File: config.mk
export PLATFORM = sky130hd
export DESIGN_NAME = perf_counter_bank_flat
export DESIGN_NICKNAME = d
export VERILOG_FILES = /design/src/rtl/perf_counter_bank_if.sv /design/src/rtl/perf_counter_bank.sv /design/src/flat_wrapper.sv
export SDC_FILE = /design/constraint.sdc
export NUM_CORES = 1
export LEC_CHECK = 0
export ABC_AREA = 1
export BUFFER_PORTS_ARGS = -buffer_cell sky130_fd_sc_hd__buf_2
export CORE_MARGIN = 4
export CORE_UTILIZATION = 41
export CTS_CLUSTER_DIAMETER = 150
export CTS_CLUSTER_SIZE = 20
export DETAILED_ROUTE_END_ITERATION = 10
export PLACE_DENSITY = 0.67
export SYNTH_ARGS = -nofsm -noshare
export SYNTH_HDL_FRONTEND = slang
export SYNTH_SLANG_ARGS = --single-unit
export TNS_END_PERCENT = 20
File: constraint.sdc
create_clock -name clk -period 5.1 [get_ports clk]
set_input_delay 0.255 -clock clk [delete_from_list [all_inputs] [get_ports clk]]
set_output_delay 0.255 -clock clk [all_outputs]
set_load 0.05 [all_outputs]
File: src/rtl/perf_counter_bank_if.sv
// Snapshot read port of perf_counter_bank.
//   master : requester, drives rd_req_i / rd_addr_i, receives the result
//   slave  : counter bank, returns rd_valid_o / rd_data_o / rd_ovf_o
//   rd_req_i   - read request, one result per request
//   rd_addr_i  - snapshot channel to read
//   rd_valid_o - result valid, one cycle after the request
//   rd_data_o  - snapshot counter value of the addressed channel
//   rd_ovf_o   - overflow flag captured with that snapshot
interface perf_counter_bank_if #(
  parameter int unsigned ADDR_W = 3,
  parameter int unsigned CNT_W  = 32
);
  logic              rd_req_i;
  logic [ADDR_W-1:0] rd_addr_i;
  logic              rd_valid_o;
  logic [CNT_W-1:0]  rd_data_o;
  logic              rd_ovf_o;

  modport master (
    output rd_req_i, rd_addr_i,
    input  rd_valid_o, rd_data_o, rd_ovf_o
  );

  modport slave (
    input  rd_req_i, rd_addr_i,
    output rd_valid_o, rd_data_o, rd_ovf_o
  );
endinterface

File: src/rtl/perf_counter_bank.sv
// Bank of NUM_CH event counters with global enable, atomic snapshot/clear,
// wrap or saturate on overflow, sticky overflow flags with a maskable
// interrupt, and a registered single-port read of the snapshot bank.
// Ports:
//   clk, rst_n    - clock, asynchronous active-low reset
//   event_i       - per-channel one-cycle event strobes
//   enable_i      - global count enable
//   clear_i       - zero live counters and overflow flags
//   snapshot_i    - capture live counters/flags into the snapshot bank
//   ovf_mask_i    - per-channel interrupt enable
//   rd_bus        - snapshot read port (slave side)
//   ovf_o         - live sticky overflow flags
//   irq_o         - registered OR of masked overflow flags
module perf_counter_bank #(
  parameter int unsigned NUM_CH   = 8,
  parameter int unsigned CNT_W    = 32,
  parameter int unsigned SATURATE = 0,
  parameter int unsigned ADDR_W   = (NUM_CH > 1) ? $clog2(NUM_CH) : 1
) (
  input  logic                      clk,
  input  logic                      rst_n,
  input  logic [NUM_CH-1:0]         event_i,
  input  logic                      enable_i,
  input  logic                      clear_i,
  input  logic                      snapshot_i,
  input  logic [NUM_CH-1:0]         ovf_mask_i,
  perf_counter_bank_if.slave        rd_bus,
  output logic [NUM_CH-1:0]         ovf_o,
  output logic                      irq_o
);

  localparam logic [CNT_W-1:0] CNT_MAX = '1;

  logic [CNT_W-1:0]  cnt_q      [NUM_CH];
  logic [CNT_W-1:0]  cnt_d      [NUM_CH];
  logic [NUM_CH-1:0] ovf_q, ovf_d;
  logic [CNT_W-1:0]  snap_cnt_q [NUM_CH];
  logic [CNT_W-1:0]  snap_cnt_d [NUM_CH];
  logic [NUM_CH-1:0] snap_ovf_q, snap_ovf_d;
  logic              irq_q, irq_d;
  logic              rd_valid_q, rd_valid_d;
  logic [CNT_W-1:0]  rd_data_q, rd_data_d;
  logic              rd_ovf_q, rd_ovf_d;

  // Live counters: clear wins over events and overflow.
  always_comb begin : live_next
    ovf_d = ovf_q;
    for (int c = 0; c < int'(NUM_CH); c++) begin
      cnt_d[c] = cnt_q[c];
      if (clear_i) begin
        cnt_d[c] = '0;
        ovf_d[c] = 1'b0;
      end else if (enable_i && event_i[c]) begin
        if (cnt_q[c] == CNT_MAX) begin
          ovf_d[c] = 1'b1;
          cnt_d[c] = (SATURATE != 0) ? CNT_MAX : '0;
        end else begin
          cnt_d[c] = cnt_q[c] + CNT_W'(1);
        end
      end
    end
  end

  // Snapshot takes the pre-update live state, so snapshot+clear loses nothing.
  always_comb begin : snap_next
    snap_ovf_d = snapshot_i ? ovf_q : snap_ovf_q;
    for (int c = 0; c < int'(NUM_CH); c++) begin
      snap_cnt_d[c] = snapshot_i ? cnt_q[c] : snap_cnt_q[c];
    end
  end

  // Read uses the pre-capture snapshot; out-of-range addresses return zero.
  always_comb begin : read_next
    rd_valid_d = rd_bus.rd_req_i;
    rd_data_d  = rd_data_q;
    rd_ovf_d   = rd_ovf_q;
    if (rd_bus.rd_req_i) begin
      if (32'(rd_bus.rd_addr_i) < NUM_CH) begin
        rd_data_d = snap_cnt_q[rd_bus.rd_addr_i];
        rd_ovf_d  = snap_ovf_q[rd_bus.rd_addr_i];
      end else begin
        rd_data_d = '0;
        rd_ovf_d  = 1'b0;
      end
    end
  end

  // Interrupt follows the registered flags, one cycle behind ovf_o.
  always_comb begin : irq_next
    irq_d = |(ovf_q & ovf_mask_i);
  end

  always_ff @(posedge clk or negedge rst_n) begin : state_reg
    if (!rst_n) begin
      for (int c = 0; c < int'(NUM_CH); c++) begin
        cnt_q[c]      <= '0;
        snap_cnt_q[c] <= '0;
      end
      ovf_q      <= '0;
      snap_ovf_q <= '0;
      irq_q      <= 1'b0;
      rd_valid_q <= 1'b0;
      rd_data_q  <= '0;
      rd_ovf_q   <= 1'b0;
    end else begin
      for (int c = 0; c < int'(NUM_CH); c++) begin
        cnt_q[c]      <= cnt_d[c];
        snap_cnt_q[c] <= snap_cnt_d[c];
      end
      ovf_q      <= ovf_d;
      snap_ovf_q <= snap_ovf_d;
      irq_q      <= irq_d;
      rd_valid_q <= rd_valid_d;
      rd_data_q  <= rd_data_d;
      rd_ovf_q   <= rd_ovf_d;
    end
  end

  assign ovf_o             = ovf_q;
  assign irq_o             = irq_q;
  assign rd_bus.rd_valid_o = rd_valid_q;
  assign rd_bus.rd_data_o  = rd_data_q;
  assign rd_bus.rd_ovf_o   = rd_ovf_q;

endmodule

File: src/flat_wrapper.sv
// flat-port wrapper written by rule: the top's interface ports become plain ports
module perf_counter_bank_flat 
#(
  parameter int unsigned NUM_CH   = 8,
  parameter int unsigned CNT_W    = 32,
  parameter int unsigned SATURATE = 0,
  parameter int unsigned ADDR_W   = (NUM_CH > 1) ? $clog2(NUM_CH) : 1
)
  (clk, rst_n, event_i, enable_i, clear_i, snapshot_i, ovf_mask_i, ovf_o, irq_o, rd_bus_rd_req_i, rd_bus_rd_addr_i, rd_bus_rd_valid_o, rd_bus_rd_data_o, rd_bus_rd_ovf_o);
  perf_counter_bank_if #(.ADDR_W(ADDR_W), .CNT_W(CNT_W)) rd_bus_i ();
  input  logic clk;
  input  logic rst_n;
  input  logic [NUM_CH-1:0] event_i;
  input  logic enable_i;
  input  logic clear_i;
  input  logic snapshot_i;
  input  logic [NUM_CH-1:0] ovf_mask_i;
  output logic [NUM_CH-1:0] ovf_o;
  output logic irq_o;
  input wire logic [$bits(rd_bus_i.rd_req_i)-1:0] rd_bus_rd_req_i;
  input wire logic [$bits(rd_bus_i.rd_addr_i)-1:0] rd_bus_rd_addr_i;
  output wire logic [$bits(rd_bus_i.rd_valid_o)-1:0] rd_bus_rd_valid_o;
  output wire logic [$bits(rd_bus_i.rd_data_o)-1:0] rd_bus_rd_data_o;
  output wire logic [$bits(rd_bus_i.rd_ovf_o)-1:0] rd_bus_rd_ovf_o;
  assign rd_bus_i.rd_req_i = rd_bus_rd_req_i;
  assign rd_bus_i.rd_addr_i = rd_bus_rd_addr_i;
  assign rd_bus_rd_valid_o = rd_bus_i.rd_valid_o;
  assign rd_bus_rd_data_o = rd_bus_i.rd_data_o;
  assign rd_bus_rd_ovf_o = rd_bus_i.rd_ovf_o;
  perf_counter_bank #(.NUM_CH(NUM_CH), .CNT_W(CNT_W), .SATURATE(SATURATE), .ADDR_W(ADDR_W)) u_core (.clk(clk), .rst_n(rst_n), .event_i(event_i), .enable_i(enable_i), .clear_i(clear_i), .snapshot_i(snapshot_i), .ovf_mask_i(ovf_mask_i), .rd_bus(rd_bus_i), .ovf_o(ovf_o), .irq_o(irq_o));
endmodule
# == Word level (Yosys, flattened, before mapping) ==
# Cells that the tools add are included.
# Widths: inputs -> output; s select.
# word_totals
register_bits,563
input_bits,25
output_inout_bits,43
word_cells,135
# classes
n_addsub,8
magnitude_cmp,2
n_eq_ne,8
muxes,53
bitwise_logic,2
n_reduce_logical,33
# ops
operator,n
$mux 32,26
$add 32x1->32 const B,8
$eq 32x32->1 const B,8
$bmux 32 s3,1
$reduce_bool 2->1,16
$mux 1,25
$reduce_and 2->1,8
$and 8x8->8,1
$logic_and 1x1->1,8
$reduce_or 8->1,1
$ge 4x4->1 const B,1
$lt 3x4->1 const B,1
$not 3->4,1
$bmux 1 s3,1

# == Longest topological paths before layout ==
# Gate-level depths: netlist of run 1.
# depth
word_depth,4
depth_mapped,13
ltp_nobuf,11

# == Worst setup path after synthesis of run 1 ==
# No wires, ideal clock.
# synth_timing
kind,register to register
start,reg u_core.cnt_q[160] (netlist name)
end,reg u_core.cnt_q[180] (netlist name)
setup_ps,118
arrival_ps,1535
t_required_ps,4982
slack_ps,3446
path_stages_with_launch,10
path_buffers,1
synth_period_minus_slack_ps,1654
cell_sequence,dfrtp_1 ha_1 inv_1 nor2_2 nand2_2 nor2_2 nand2_2 o21ai_4 buf_4 nor2_1
# synth_via
elab_chain_cells,4
word_cells_on_any_way,5
cone_classes,add/sub: 1; eq/ne: 1; mux: 3
# synth_lines
element,line_no,source
start: declaration,perf_counter_bank.sv:34,logic [CNT_W-1:0] cnt_q [NUM_CH];
start signal: indexed assignment,perf_counter_bank.sv:107,cnt_q[c] <= cnt_d[c];
$add 32x1->32 / $eq 32x32->1 (equally long branches),"perf_counter_bank.sv:58, perf_counter_bank.sv:54",
$mux 32 (*),perf_counter_bank.sv:54,if (cnt_q[c] == CNT_MAX) begin
$mux 32 (*),perf_counter_bank.sv:53,end else if (enable_i && event_i[c]) begin
$mux 32 (*),perf_counter_bank.sv:50,if (clear_i) begin
# Every way passes the cells marked *; elsewhere a longest branch is shown, timed or not. The select of a mux whose other input is x is not followed.
# A chain may end at the register's enable or synchronous reset.

# == Worst setup path in the final report of run 1 ==
# layout_timing
start,reg u_core.cnt_q[33] (netlist name)
end,reg u_core.cnt_q[46] (netlist name)
# The elaborated chain is that of the path after synthesis.

==> key figures, run 1 <==
Timing
  • Worst slew pin tran: 1220 ps
  • Setup TNS: 0 ps
  • Final hold vios: 0
  • F_max: 0.426 GHz
  • Final setup viols: 0
  • RSZ-0062 raised after global routing: no
  • Clk_skew: 28.5 ps
  • Final Max Slew Viols: 0
  • Max-slew headroom: 0.188
  • Min Clock Period, post-route: 2340 ps
  • Final period util: 0.460

Global routing
  • Initial antenna violation count: 0
  • First-pass GRT wire length: 128000 µm
  • Total track usage: 0.216
  • GRT Residual Overflow: 0
  • Largest net degree at the start of global routing: 151
  • Number of global-route vias before repair: 22600

Critical path
  • Kind of critical path: reg -> reg
  • CP bufs+invs: 0
  • CP Launch Type: flop
  • WP depth: 8
  • Slowest-stage cell, CP: o21ai_4
  • CP Max Fanout: 28
  • CP top delay family: simple AND/OR/NAND/NOR gates
  • Crit path cell chain: ha_1 > nand2_1 > nor2_2 > nand2_2 > nor2_2 > nand2_1 > o21ai_4 > nor2_1
  • FF-to-FF path depth: 8
  • CP Data Required Time: 5520 ps
  • Critical Path End Type: flop
  • Crit path largest cell delay: 660 ps
  • CP arrival: 2760 ps

Die
  • Row Count: 96
  • Top-level port count: 68
  • Core area: 69100 µm²
  • Starting Density: 0.417
  • Die height: 273 µm
  • Die Area: 74500 µm²
  • Die width: 273 µm

Layout
  • ANT cells: 0
  • Final std cells w/o fill: 4610
  • Area Growth Syn to Fin: 7.00%
  • NumNets Final: 3710
  • Share of layout cells above drive strength 1: 0.0652

Pwr
  • Combinational power share: 0.096
  • Pint: 6.03 mW
  • Pwr dens: 268 nW/µm²
  • Peak supply drop: 176 µV
  • Switch Pwr: 2.22 mW
  • Clock network fraction of total power: 0.344
  • Leakage power: 13.4 nW
  • Sequential Power Share: 0.560
  • Sw Share: 0.269

Outcome
  • Status: finished, final reports clean

Synthesis
  • Syn Nets: 3726
  • Ys Warns: 0
  • Post-synth ARST share: 1.00
  • Post-Syn Area: 28800 µm²
  • Syn_area_per_cell: 7.79 µm²
  • Post-synthesis cell type count: 41
  • Post-synth top flop: dfrtp_1
  • Post-synthesis sequential area ratio: 0.489
  • Ranking of synthesized cells by area: dfrtp_1 49%, nand2_1 12%, nor2_1 7.9%
  • Mapped Cells: 3693
  • Number of synthesized register bits: 563
  • Count leader, synth: nand2_1
  • Synth area leader: dfrtp_1
  • Share of the synthesized area in the top cell type: 0.489
  • Commonest cells in the synthesized netlist: 905 x nand2_1, 603 x nor2_1, 563 x dfrtp_1
  • Post-synth EDFFs: 0

Detailed routing
  • First-pass detailed-route iteration total: 6
  • Antenna Violating Nets Remaining: 0
  • Routed WL: 81100 µm
  • WL/cell: 17.6 µm
  • # DRC: 0
  • Via density: 5.23
  • First DRT Iteration DRCs: 2199
  • Vias after detailed routing: 24100

Worst hold path
  • Worst Hold Depth: 3
  • Min-Delay Path Class: in -> reg

CTS
  • Clk_lat worst skew: 580 ps
  • Maximum clock path buffer count: 3
  • TritonCTS clock tree: done
  • Clock sinks: 563
  • CTS clk-pin slew, worst paths: 80 ps
  • Num CTS Buffers: 34
  • H-tree depth: 2
  • Root Buffer: clkbuf_16

Placed design
  • IO Port Bufs: 67
  • Placer congestion estimate: 0.921
  • Hpwl dp: 59200 µm
  • Inst Count DP: 4568

Run
  • Total of max-cap violations: 0
sequential cells by signal (all words and copies together) (netlist names):
signal and count:
u_core.cnt_q 256, u_core.snap_cnt_q 256, u_core.rd_bus.rd_data_o 32, u_core.rd_bus.rd_ovf_o 1
u_core.snap_ovf_q 8, u_core.rd_bus.rd_valid_o 1, u_core.irq_o 1, u_core.ovf_o 8
tightest hold or removal path: cells and delay by family:
kind,cells,cell delay [ps]
AO/OA/AOI/OAI,1,80
AND/OR/NAND/NOR,1,130
buffers and inverters,1,110
metrics by stage:
step           worst slack, ps   util  hold WS [ps]  power (mW)  cell area (µm²)
6_report                  2760  0.446          51.2        8.25            30800
5_1_grt                   2500  0.446          41.0        8.56            30800
4_1_cts                   2740  0.446          22.2        8.33            30800
3_5_place_dp              2500  0.432           383        5.50            29800
3_3_place_gp              2510  0.432           383        5.50            29800
2_1_floorplan             3450      -         -40.6        5.18            28800
cell families after synthesis:
family	count (synthesis)	synth area share
adder cells (fa/ha/maj)	8	0.00348
multiplexers	59	0.0231
XOR/XNOR	122	0.0371
buffers and inverters	527	0.0751
AND/OR/NAND/NOR	1918	0.276
flip-flops	563	0.489
AO/OA/AOI/OAI	496	0.0958
worst paths after layout:
check	startpoint	endpoint	slack, ps
max reg2reg	u_core.cnt_q[33]	u_core.cnt_q[46]	2760
min in group asynchronous	rst_n	u_core.cnt_q[71]	330
max in group asynchronous	rst_n	u_core.snap_cnt_q[28]	3420
min reg2reg	u_core.rd_bus.rd_data_o[0]	u_core.rd_bus.rd_data_o[0]	480
min	event_i[5]	u_core.cnt_q[65]	50
max	u_core.cnt_q[33]	u_core.cnt_q[46]	2760
metal layers:
metal | part of all wire | track usage | up-vias
li1 | - | - | 11700
met1 | 0.46 | 0.312 | 11600
met2 | 0.45 | 0.340 | 622
met3 | 0.071 | 0.0413 | 94
met4 | 0.021 | 0.0468 | 0
met5 | 0 | 0 | -
power groups by stage:
stage	registers [mW]	clock network (mW)	logic, mW
floorplan	4.83	0	0.352
global placement	4.71	0	0.789
detailed placement	4.71	0	0.795
CTS	4.62	2.91	0.801
global route	4.63	3.05	0.871
finish	4.62	2.83	0.793
area by class of cell:
type	count	area, µm²
repair buffers	89	617
clock inverters	1	20.0
clock buffers	37	926
well taps	931	1160
fillers	6926	38300
inverters	386	1450
flip-flops and latches	563	14100
multi-input cells	2603	12500
layout by cell type, fill, tap and decap left out, types with 10 or more instances in the layout:
master and count:
nand3_1 258, nor2_1 603, o21bai_1 10, nor2_2 13, a21oi_1 171, xor2_1 90
nand2_2 16, nand2_1 905, buf_2 63, nand4_1 61, dfrtp_1 563, o211ai_1 66
buf_4 13, mux2_2 59, o21ai_0 233, inv_1 382, nor3_1 32, clkbuf_16 37
xnor2_1 32
timing repair:
action,CTS,global route
hold buffers,4,0
endpoints found under the hold margin,103,0
setup endpoints to repair,0,0
gates resized for setup,0,0
setup buffers,0,0
Note: power is estimated with default switching activity, not from simulation.
==> run 2: changes to the inputs <==
- ABC_AREA: 1 -> 0
- clock period: 5.1 -> 2.2 ns (I/O delays scaled with it)
==> key figures, run 2 <==
Outcome
  • Status: finished, final reports clean

CTS
  • Maximum clock path buffer count: 3
  • Num CTS Buffers: 34
  • Clock sinks: 563
  • Root Buffer: clkbuf_16
  • H-tree depth: 2
  • Clk_lat worst skew: 560 ps
  • CTS clk-pin slew, worst paths: 80 ps
  • TritonCTS clock tree: done

Timing
  • F_max: 0.477 GHz
  • Worst hold slack: 31.1 ps
  • Final Max Slew Viols: 0
  • RSZ-0062 raised after global routing: yes
  • Setup WS post-layout: 105 ps
  • Clk_skew: 23.2 ps
  • Final setup viols: 0
  • Worst slew pin tran: 692 ps
  • Min Clock Period, post-route: 2090 ps
  • Setup TNS: 0 ps
  • Max-slew headroom: 0.539
  • Final period util: 0.952
  • Final hold vios: 0

Detailed routing
  • Routed WL: 66400 µm
  • Vias after detailed routing: 18200
  • WL/cell: 20.6 µm
  • Via density: 5.63
  • # DRC: 0
  • Antenna Violating Nets Remaining: 0
  • First-pass detailed-route iteration total: 5
  • First DRT Iteration DRCs: 1916

Synthesis
  • Ys Warns: 0
  • Post-Syn Area: 26100 µm²
  • Ranking of synthesized cells by area: dfrtp_1 54%, mux2_2 11%, mux4_2 5.7%
  • Post-Synth Adder-Cell Area: 0.00383
  • Syn_area_per_cell: 11.7 µm²
  • Mux cell area share after synthesis: 0.183
  • Share of the synthesized area in the top cell type: 0.539
  • Post-synthesis cell type count: 49
  • Post-synth ARST share: 1.00
  • Post-synth EDFFs: 0
  • Post-synthesis simple-gate area fraction: 0.153
  • Largest family of logic cells by synthesized area: multiplexers
  • Commonest cells in the synthesized netlist: 563 x dfrtp_1, 302 x nor2_1, 264 x mux2_2
  • Post-synthesis sequential area ratio: 0.539
  • Number of synthesized register bits: 563
  • Count leader, synth: dfrtp_1
  • Synth area leader: dfrtp_1
  • Mapped Cells: 2230
  • Post-synth top flop: dfrtp_1
  • Compound-cell area share of the yosys netlist: 0.0291
  • Synth Area in XOR/XNOR: 0.0714
  • Syn Nets: 2263

Global routing
  • Top Usage Layer GRT: met2
  • Largest net degree at the start of global routing: 118
  • Grt met2 use: 0.303
  • Total track usage: 0.196
  • Initial antenna violation count: 1
  • GRT Residual Overflow: 0
  • First-pass GRT wire length: 105000 µm
  • Number of global-route vias before repair: 17700
  • Met1 Use GR: 0.294
  • Met3 usage: 0.0309

Placed design
  • IO Port Bufs: 67
  • Setup Slack @ Placement: -5.33 ps
  • Inst Count DP: 3173
  • Hpwl dp: 48500 µm
  • Placed cell area: 28400 µm²
  • Placer congestion estimate: 0.877

Layout
  • Design area: 29500 µm²
  • ANT cells: 0
  • Commonest non-fill, non-tap cell in the layout: dfrtp_1
  • Layout fillers: 5739
  • NumNets Final: 2411
  • Final std cells w/o fill: 3225
  • Reg area: 14100 µm²
  • Post-Route Utilization: 0.468
  • Area Growth Syn to Fin: 12.9%
  • Share of layout cells above drive strength 1: 0.254
  • Commonest non-fill, non-tap cells in the layout: 560 x dfrtp_1, 302 x nor2_1, 264 x mux2_2
  • Multi-input gate area: 11600 µm²

Worst hold path
  • Worst Hold Depth: 2
  • Min-Delay Path Class: in -> reg
  • Worst Hold Launch: snapshot_i
  • Hold worst-path end: u_core.snap_cnt_q[165]

Pwr
  • Total power: 17.9 mW
  • Peak supply drop: 437 µV
  • Leakage power: 13.3 nW
  • Pwr dens: 607 nW/µm²

Die
  • Row Count: 92
  • Die height: 261 µm
  • Die width: 261 µm
  • Die Area: 67900 µm²
  • Core area: 63100 µm²
  • Top-level port count: 68
  • Starting Density: 0.414

Critical path
  • FF-to-FF path depth: 5
  • Kind of critical path: reg -> reg
  • CP Max Fanout: 4
  • R2R Path End: u_core.cnt_q[33]
  • CP Launch Type: flop
  • Critical Path End Type: flop
  • CP Data Required Time: 2620 ps
  • Worst r2r src: u_core.cnt_q[59]
  • CP arrival: 2510 ps
  • Flop2flop setup slack: 110 ps

Run
  • Total of max-cap violations: 0
[run 2: cell count changes after synthesis, moves of 65 or more]
| cell | change |
|---|---|
| o21ai_0 | -205 |
| a21oi_1 | -87 |
| mux2_2 | +205 |
| inv_1 | -355 |
| mux4_2 | +66 |
| nor2_1 | -301 |
| nand3_1 | -158 |
| o211ai_1 | -65 |
| nand2_1 | -796 |
[run 2: how the worst max path moves through the flow]
stage                       from           endpoint  slack (ps)  cells after the start
3_3_place_gp            enable_i  u_core.cnt_q[253]          30                      9
5_1_grt         u_core.cnt_q[14]    u_core.cnt_q[7]         -10                      7
4_1_cts        u_core.cnt_q[165]  u_core.cnt_q[185]           7                      6
3_5_place_dp            enable_i  u_core.cnt_q[255]          -5                      9
6_report        u_core.cnt_q[59]   u_core.cnt_q[33]         110                      5
2_1_floorplan  u_core.cnt_q[100]  u_core.cnt_q[118]          40                      8
[run 2: per-layer routing]
layer  up-vias  routed length (µm)
li1       8167                   -
met1      9421               30700
met2       498               30500
met3        74                3780
met4         2                1390
met5         -                   7
[run 2: cell families (layout without fill, tap and decap cells)]
kind of cell    after synthesis  in the layout
fa+ha+maj                     8              8
mux                         363            363
compound gates              138            138
xor+xnor                    213            213
buf+inv                     134            283
flops                       563            563
simple gates                811            811
[run 2: timing repair]
action | CTS | global route
hold endpoints to repair | 498 | 0
buffers inserted | 0 | 1
endpoints found under the setup margin | 0 | 163
hold buffers | 14 | 0
gates resized for setup | 0 | 13
[run 2: cell type report]
class | count | area share
clock inverter | 2 | 0.000975
sequential | 563 | 0.477
timing repair buffer | 219 | 0.0605
multi-input combinational | 1533 | 0.392
clock buffer | 35 | 0.0297
tap | 846 | 0.0359
inverter | 27 | 0.00343
[run 2: power by group]
part           total (mW)  internal (mW)  leakage (nW)  switching (mW)
Clock                6.28           2.88         0.446            3.41
Sequential           10.5           10.4          7.80          0.0585
Combinational        1.17          0.361          5.03           0.808
[run 2: critical path, stage by stage, from the launching register on]
cell,delay [ps]
dfrtp_1,420
nand3_1,180
or4_4,580
or4b_1,600
nand3_1,110
a21oi_1,60
